==> src/rtl/muldiv_ctrl_seq.sv <==
// muldiv_ctrl_seq: hardwired fetch + MUL/DIV execute sequencer driving the DataPath strobes.
// Define MULDIV_TIMEOUT_EN to add a watchdog that abandons a WAIT longer than WAIT_MAX cycles.
module muldiv_ctrl_seq #(
    parameter logic [4:0] OP_MUL   = 5'b01111,
    parameter logic [4:0] OP_DIV   = 5'b10000,
    parameter logic [3:0] ALU_MUL  = 4'b0010,
    parameter logic [3:0] ALU_DIV  = 4'b0011,
    parameter int         WAIT_MAX = 64
) (
    input  logic        Clock,
    input  logic        clear,
    input  logic        start,
    input  logic [31:0] ir,
    input  logic        mem_rdy,
    input  logic        alu_done,
    output logic        PCout,
    output logic        MARin,
    output logic        IncPC,
    output logic        PCin,
    output logic        Read,
    output logic        MDRin,
    output logic        MDRout,
    output logic        IRin,
    output logic        Yin,
    output logic        Zin_low,
    output logic        Zin_high,
    output logic        Zlowout,
    output logic        Zhighout,
    output logic        LOin,
    output logic        HIin,
    output logic [15:0] Rout,
    output logic [3:0]  operation,
    output logic        busy,
    output logic        done,
    output logic        illegal
);

    typedef enum logic [3:0] {
        S_IDLE, S_T0, S_T1, S_T2, S_T3, S_T4, S_WAIT, S_T5, S_T6
    } state_t;

    state_t      state_q, state_d;
    logic        t0_q, t0_d;
    logic        first_t1_q, first_t1_d;
    logic        t1_q, t1_d;
    logic        t2_q, t2_d;
    logic        t5_q, t5_d;
    logic        t6_q, t6_d;
    logic        busy_q, busy_d;
    logic [15:0] rout_b_q, rout_b_d;
    logic [3:0]  op_q, op_d;

    logic [4:0]  opcode;
    logic [15:0] ra_onehot;
    logic [15:0] rb_onehot;
    logic        is_div;
    logic        legal;
    logic        t3_legal;
    logic        unused_ir;

    assign opcode    = ir[31:27];
    assign ra_onehot = 16'h0001 << ir[26:23];
    assign rb_onehot = 16'h0001 << ir[22:19];
    assign is_div    = (opcode == OP_DIV);
    assign legal     = (opcode == OP_MUL) || is_div;
    assign t3_legal  = (state_q == S_T3) && legal;
    assign unused_ir = ^ir[18:0];

`ifdef MULDIV_TIMEOUT_EN
    logic [6:0] wait_cnt_q, wait_cnt_d;
    logic       timeout;
    logic       timeout_ill_q, timeout_ill_d;
`else
    localparam int unused_wait_max = WAIT_MAX;
`endif

    always_comb begin
        state_d = state_q;
`ifdef MULDIV_TIMEOUT_EN
        timeout = 1'b0;
`endif
        case (state_q)
            S_IDLE:  if (start) state_d = S_T0;
            S_T0:    state_d = S_T1;
            S_T1:    if (mem_rdy) state_d = S_T2;
            S_T2:    state_d = S_T3;
            S_T3:    state_d = legal ? S_T4 : S_IDLE;
            S_T4:    state_d = S_WAIT;
            S_WAIT: begin
                if (alu_done) begin
                    state_d = S_T5;
                end
`ifdef MULDIV_TIMEOUT_EN
                else if (wait_cnt_q == 7'(WAIT_MAX - 1)) begin
                    state_d = S_IDLE;
                    timeout = 1'b1;
                end
`endif
            end
            S_T5:    state_d = S_T6;
            S_T6:    state_d = S_IDLE;
            default: state_d = S_IDLE;
        endcase
    end

    // Strobes are registered from the next state; Rb and the ALU op are captured while IR is valid in T3.
    always_comb begin
        t0_d       = (state_d == S_T0);
        first_t1_d = (state_d == S_T1) && (state_q == S_T0);
        t1_d       = (state_d == S_T1);
        t2_d       = (state_d == S_T2);
        t5_d       = (state_d == S_T5);
        t6_d       = (state_d == S_T6);
        busy_d     = (state_d != S_IDLE);
        rout_b_d   = 16'h0000;
        op_d       = 4'b0000;
        if ((state_d == S_T4) || (state_d == S_WAIT)) begin
            if (state_q == S_T3) begin
                rout_b_d = rb_onehot;
                op_d     = is_div ? ALU_DIV : ALU_MUL;
            end else begin
                rout_b_d = rout_b_q;
                op_d     = op_q;
            end
        end
`ifdef MULDIV_TIMEOUT_EN
        wait_cnt_d    = ((state_d == S_WAIT) && (state_q == S_WAIT)) ? wait_cnt_q + 7'd1 : 7'd0;
        timeout_ill_d = timeout;
`endif
    end

    always_ff @(posedge Clock or negedge clear) begin
        if (!clear) begin
            state_q       <= S_IDLE;
            t0_q          <= 1'b0;
            first_t1_q    <= 1'b0;
            t1_q          <= 1'b0;
            t2_q          <= 1'b0;
            t5_q          <= 1'b0;
            t6_q          <= 1'b0;
            busy_q        <= 1'b0;
            rout_b_q      <= 16'h0000;
            op_q          <= 4'b0000;
`ifdef MULDIV_TIMEOUT_EN
            wait_cnt_q    <= 7'd0;
            timeout_ill_q <= 1'b0;
`endif
        end else begin
            state_q       <= state_d;
            t0_q          <= t0_d;
            first_t1_q    <= first_t1_d;
            t1_q          <= t1_d;
            t2_q          <= t2_d;
            t5_q          <= t5_d;
            t6_q          <= t6_d;
            busy_q        <= busy_d;
            rout_b_q      <= rout_b_d;
            op_q          <= op_d;
`ifdef MULDIV_TIMEOUT_EN
            wait_cnt_q    <= wait_cnt_d;
            timeout_ill_q <= timeout_ill_d;
`endif
        end
    end

    assign PCout     = t0_q;
    assign MARin     = t0_q;
    assign IncPC     = t0_q;
    assign PCin      = first_t1_q;
    assign Read      = t1_q;
    assign MDRin     = t1_q;
    assign MDRout    = t2_q;
    assign IRin      = t2_q;
    assign Yin       = t3_legal;
    // The Z latch strobes in WAIT follow alu_done directly so the result is caught in the cycle it appears.
    assign Zin_low   = t0_q | ((state_q == S_WAIT) && alu_done);
    assign Zin_high  = (state_q == S_WAIT) && alu_done;
    assign Zlowout   = first_t1_q | t5_q;
    assign Zhighout  = t6_q;
    assign LOin      = t5_q;
    assign HIin      = t6_q;
    assign Rout      = rout_b_q | (t3_legal ? ra_onehot : 16'h0000);
    assign operation = op_q;
    assign busy      = busy_q;
    assign done      = t6_q;
`ifdef MULDIV_TIMEOUT_EN
    assign illegal   = ((state_q == S_T3) && !legal) | timeout_ill_q;
`else
    assign illegal   = (state_q == S_T3) && !legal;
`endif

endmodule

==> config.mk <==
export PLATFORM = sky130hd
export DESIGN_NAME = muldiv_ctrl_seq
export DESIGN_NICKNAME = d
export VERILOG_FILES = /design/src/rtl/muldiv_ctrl_seq.sv
export SDC_FILE = /design/constraint.sdc
export NUM_CORES = 1
export LEC_CHECK = 0
export ABC_AREA = 1
export ABC_CLOCK_PERIOD_IN_PS = 3890
export CAP_MARGIN = 0
export CORE_UTILIZATION = 44
export DETAILED_ROUTE_END_ITERATION = 12
export HOLD_SLACK_MARGIN = 0.06
export PLACE_DENSITY_LB_ADDON = 0.3
export SLEW_MARGIN = 0
export SYNTH_ARGS = -nofsm -noshare
export SYNTH_HDL_FRONTEND = slang
export SYNTH_SLANG_ARGS = --single-unit
export TNS_END_PERCENT = 5
==> constraint.sdc <==
create_clock -name Clock -period 3.89 [get_ports Clock]
set_input_delay 0.778 -clock Clock [delete_from_list [all_inputs] [get_ports Clock]]
set_output_delay 0.778 -clock Clock [all_outputs]
set_load 0.005 [all_outputs]
; ---- Yosys cells after proc, flatten, opt, wreduce, memory -nomap -nowiden
; Index checks and enable logic that the tools add are counted.
[word_totals]
reg_bits = 31
inputBits = 37
out_inout_bits = 38
wordCells = 52
[classes]
n_eq_ne = 17
shifts = 2
muxes = 11
bitwise_logic = 3
reduce_logical = 9
[op_table]
columns = operator, n
row1 = 16-bit 2-to-1 mux, 3
row2 = 4-bit one-hot mux with 8 select lines, 1
row3 = 1-bit by 4-bit left shift with 16-bit output (first input constant), 2
row4 = 4-bit by 3-bit equality test with 1-bit output (second input constant), 7
row5 = 4-bit 2-to-1 mux, 5
row6 = 4-bit by 2-bit equality test with 1-bit output (second input constant), 4
row7 = 16-bit OR, 1
row8 = 4-bit by 1-bit equality test with 1-bit output (second input constant), 2
row9 = 5-bit by 4-bit equality test with 1-bit output (second input constant), 1
row10 = 5-bit equality test (second input constant), 1
row11 = 4-bit equality test (second input constant), 1
row12 = 1-bit logical AND, 4
row13 = 4-bit zero test, 1
row14 = 4-bit nonzero test, 1
row15 = 3-bit 2-to-1 mux, 1
row16 = 1-bit logical OR, 2
row17 = 2-bit by 1-bit inequality test with 1-bit output (second input constant), 1
row18 = 1-bit OR, 2
row19 = 1-bit zero test, 1
row20 = 1-bit 2-to-1 mux, 1

; ---- Logic depth before layout (Yosys ltp)
[logic_depth]
depth_word = 7
depth_mapped = 10
mapped_depth_nobuf = 9

; ---- Worst setup path after synthesis
; OpenSTA, ideal clock, no wires.
[synth_timing]
path_kind = input to output
start = input ir[29]
end = output Rout[10]
t_arrival_ns = 1.654
required_ns = 3.112
slack_ns = 1.458
stages = 7
path_buffers = 2
cell_sequence = nor2_1 -> nand3_1 -> nand2_1 -> nand2_1 -> buf_4 -> buf_6 -> o31ai_1
[synth_between]
elab_chain_cells = 5
word_cells_on_any_way = 6
classes_between = eq/ne (2) / mux (1) / bitwise (1) / reduce/logical (2)
[synth_rtl]
columns = element, line
row1 = start: declaration, 13  ; input logic [31:0] ir,
row2 = 5-bit by 4-bit equality test with 1-bit output or 5-bit equality test (tied branches), "65, 64"
row3 = 1-bit logical OR (*), 65  ; assign legal = (opcode == OP_MUL) || is_div;
row4 = 1-bit logical AND (*), 66  ; assign t3_legal = (state_q == S_T3) && legal;
row5 = 16-bit 2-to-1 mux (*), 182  ; assign Rout = rout_b_q | (t3_legal ? ra_onehot : 16'h0000);
row6 = 16-bit OR (*), 182
row7 = end: declaration, 31  ; output logic [15:0] Rout,
; Every way passes the cells marked *; elsewhere a longest branch is shown, timed or not.

; ---- Final worst setup path
[layout_timing]
start = input ir[30]
end = output Rout[2]
; The elaborated chain is that of the path after synthesis.

==> summary by stage <==
Detailed routing
Routed signal wires occupy layers up through met4. In the final routing, the length of wire on met1 measures roughly 1.8 mm. The number of nets with antenna violations after routing is 0. The detailed-routing iteration count for the pre-antenna-repair pass is 4. For this run, design rule violations remaining after detail routing come to 0. The sum of routed wire length over all layers is ~3.7 mm. Using the TritonRoute via totals, the vias-per-cell ratio works out to around 5.1. Summed over all nets, wire length on met3 after detailed routing comes to 226 um.

The number of DRC markers in iteration 0 is 54. The routed wire length per instance is ~13 um. The total vias in the final route is roughly 1500. Summed over all nets, wire length on met2 after detailed routing comes to 1.67 mm.

Power
In this run the power density over the cells is approximately 480 nW/um^2. For this design the static power due to leakage is 0.975 nW. The share of total power dissipated in sequential elements is 0.349. The highest ir drop seen on vdd is ~0.27 mV. The combinational power share is 0.357.

The analysis attributes to net switching a power of approximately 0.35 mW. The total power draw is ~1.1 mW. Of the total power, the clock network draws 0.294. Of the total power, the share spent switching nets is 0.320. Internal power comes to around 0.74 mW.

Critical path
The startpoint type of the worst setup path is an input port. In this run the register-to-register setup slack is 2.31 ns. The number of buffers and inverters on the critical path is 3. The worst-path maximum fanout is 32. The endpoint identified for the worst register-to-register timing path is rout_b_q[15]. In this design, the largest share of critical-path delay is due to buffers and inverters.

The kind of critical path is input port to output pin. The cell repeated most along the worst path is sky130_fd_sc_hd__nand2_1. In this design, the stage delay of the slowest critical-path cell is ~0.57 ns.

The worst register-to-register path has a depth of 7. The startpoint identified for the worst register-to-register timing path is state_q[0]. For the worst setup path, the data required time is around 3.1 ns.

STA puts the critical path data arrival time at 2.67 ns. The slowest stage of the critical path belongs to the cell sky130_fd_sc_hd__clkdlybuf4s50_1. Traced cell by cell, the critical path runs through clkdlybuf4s50_1 -> nand2_1 -> nor2_1 -> nand2_1 -> nand2_1 -> nand2_1 -> buf_12 -> o31ai_1 -> clkdlybuf4s50_1.

The kind of capture point of the worst setup path is an output pin.

Cells and area
The multi-input gate area in the final layout is 664 um^2. The commonest non-fill, non-tap cell in the layout is sky130_fd_sc_hd__clkdlybuf4s50_1. Counting the fill cells in the layout gives ~300. The antenna diode count is 0. The most flop-heavy register is rout_b_q. The number of non-filler instances in the completed layout is 287.

The flip-flop count of the largest register after layout is 16. For this run, the post-layout net count is 277. Of the cells placed in the final design, the portion with a size suffix greater than 1 is 0.0747. Registers take 726 um^2. The area growth from synthesis to layout is 38.6%.

In the layout the commonest cells are 53 x sky130_fd_sc_hd__clkdlybuf4s50_1, 33 x sky130_fd_sc_hd__inv_1, 29 x sky130_fd_sc_hd__dfrtp_1, 20 x sky130_fd_sc_hd__nand3_1, 20 x sky130_fd_sc_hd__nor3_1.

Synthesis
For this run, the register share of the synthesized area comes to 0.444. The mapped netlist covers around 1600 um^2. The flop and latch count out of synthesis is 29. After synthesis, the netlist uses 22 different library cells. The count of mapped cells out of synthesis is between 150 and 200. The synthesized area per cell is around 8.6 um^2. The total number of yosys warnings is 0.

Floorplanning
The die boundary width is about 63 um. The die area is between 3000 and 4000 um^2. The floorplan has 21 rows. The height of the die is about 63 um. For this configuration, the core starts out at a cell density of 0.475. The placeable core area is 3440 um^2. The count of boundary I/O pins is 75.

STA
Setup violations remaining at the end of the flow were counted as 0. Setup repair after global routing left no endpoint under its margin. The setup skew after layout is between 0.002 and 0.003 ns. The share of the cycle needed by the critical path after routing is 0.887.

After routing, the total negative slack on setup checks comes to 0 ns. The count of endpoints failing hold in the final timing report is 0. The highest clock frequency the design can meet is 290 MHz.

The smallest clock period supported by the final layout is computed as around 3.5 ns. The final max-slew violation count was 0. Across all setup checks in the final design, the least slack found is around 0.44 ns.

Clocking
For this design, the CTS-stage hold fixing added 0 buffers. The number of buffers inserted during clock tree synthesis is 5. CTS saw 29 sinks. In this run the post-CTS setup repair buffer count came out at 0. Post-CTS repair changed the size of 0 cells. Clock-pin slew was measured on the worst setup and hold paths at around 0.06 ns.

TritonCTS built the clock tree. The H-tree generated during clock tree synthesis spans 2 levels. The tree is rooted in a sky130_fd_sc_hd__clkbuf_8. The clock reaches the later pin of the worst-skew pair after 0.27 ns.

The worst-case clock buffer depth is 2.

GRT
The initial antenna violation count was 0. Entering global routing, the biggest net connects 33 pins. The wire length of the first global-routing pass is around 6.4 mm. After global routing the overflow that remains totals 0.

For this run, the total global-route usage over all layers was measured as 0.205. The number of global-route vias before repair came to roughly 1400.

Placed design
The congestion estimate from routability-driven global placement came to 0.767. The worst setup slack after placement is ~0.48 ns. Detailed placement ended at an HPWL of around 2.8 mm. The placed instance count is about 280. The count of input and output buffers is between 50 and 60.

Worst hold path
The hold path endpoint is rout_b_q[6]. In this run the most critical hold path is launched from rout_b_q[6]. The worst hold path passes through 2 cells.

The path class of the tightest hold or removal check is register to register.

Run
Max-cap violations in this run came to 0.

Status
The run finished with clean final reports.
how the worst max path moves through the flow:
stage               cells after the start       end   start
CTS                                     9   Rout[2]  ir[30]
global route                            9   Rout[2]  ir[30]
floorplan                               7  Rout[10]  ir[29]
detailed placement                      9   Rout[2]  ir[30]
global placement                        9   Rout[2]  ir[30]
finish                                  9   Rout[2]  ir[30]
synth_stat cells:
| master | count | share of area |
|---|---|---|
| sky130_fd_sc_hd__nand2_2 | 1 | 0.0038 |
| sky130_fd_sc_hd__o21bai_2 | 1 | 0.0069 |
| sky130_fd_sc_hd__clkinv_1 | 1 | 0.0023 |
| sky130_fd_sc_hd__nand4_4 | 1 | 0.013 |
| sky130_fd_sc_hd__buf_4 | 9 | 0.041 |
| sky130_fd_sc_hd__inv_1 | 33 | 0.076 |
| sky130_fd_sc_hd__clkbuf_1 | 1 | 0.0023 |
| sky130_fd_sc_hd__a21oi_4 | 1 | 0.010 |
| sky130_fd_sc_hd__o21bai_1 | 17 | 0.078 |
| sky130_fd_sc_hd__nor4_1 | 1 | 0.0038 |
| sky130_fd_sc_hd__buf_6 | 4 | 0.028 |
| sky130_fd_sc_hd__nor3_4 | 1 | 0.010 |
| sky130_fd_sc_hd__o211a_1 | 1 | 0.0061 |
| sky130_fd_sc_hd__dfrtp_1 | 29 | 0.44 |
| sky130_fd_sc_hd__nand2_1 | 15 | 0.034 |
| sky130_fd_sc_hd__nor3_1 | 20 | 0.061 |
| sky130_fd_sc_hd__nor2_1 | 14 | 0.032 |
| sky130_fd_sc_hd__o31ai_1 | 16 | 0.074 |
| sky130_fd_sc_hd__or2_2 | 2 | 0.0077 |
| sky130_fd_sc_hd__buf_1 | 1 | 0.0023 |
| sky130_fd_sc_hd__nand3_1 | 20 | 0.061 |
| sky130_fd_sc_hd__conb_1 | 1 | 0.0023 |
layout make-up:
class,instances,share of cell area
flip-flops and latches,29,0.320
multi-input cells,113,0.293
repair buffers,57,0.253
inverters,34,0.0564
clock buffers,7,0.0381
well taps,46,0.0254
clock inverters,1,0.0133
through the flow:
stage	hold slack, ns	utilization	instance area [um^2]
2_1_floorplan	0.482	-	1640
4_1_cts	0.522	0.658	2260
5_1_grt	0.543	0.658	2260
3_5_place_dp	0.508	0.624	2150
3_3_place_gp	0.498	0.624	2150
6_report	0.518	0.658	2260
tightest hold or removal path, cell delays in order (launching register included):
cell	delay (ns)
sky130_fd_sc_hd__dfrtp_1	0.32
sky130_fd_sc_hd__inv_1	0.05
sky130_fd_sc_hd__o21bai_1	0.12
power groups by stage:
stage	registers, mW	clock network, mW	logic (mW)
after floorplan	0.381	0	0.240
after global placement	0.381	0	0.379
after detailed placement	0.385	0	0.387
after CTS	0.379	0.324	0.390
after global routing	0.388	0.335	0.430
final	0.379	0.319	0.387
kinds of logic after synthesis:
logic type,after synthesis,share of synthesized area
flip-flops,29,0.444
AND/OR/NAND/NOR,75,0.227
buffers and inverters,49,0.152
AO/OA/AOI/OAI,36,0.175
other,1,0.00229
metal layers:
metal | vias to the layer above | GRT usage
met4 | 0 | 0.0785
met3 | 6 | 0.0474
li1 | 726 | -
met2 | 46 | 0.302
met5 | - | 0
met1 | 690 | 0.289
(Power assumes the default switching activity.)
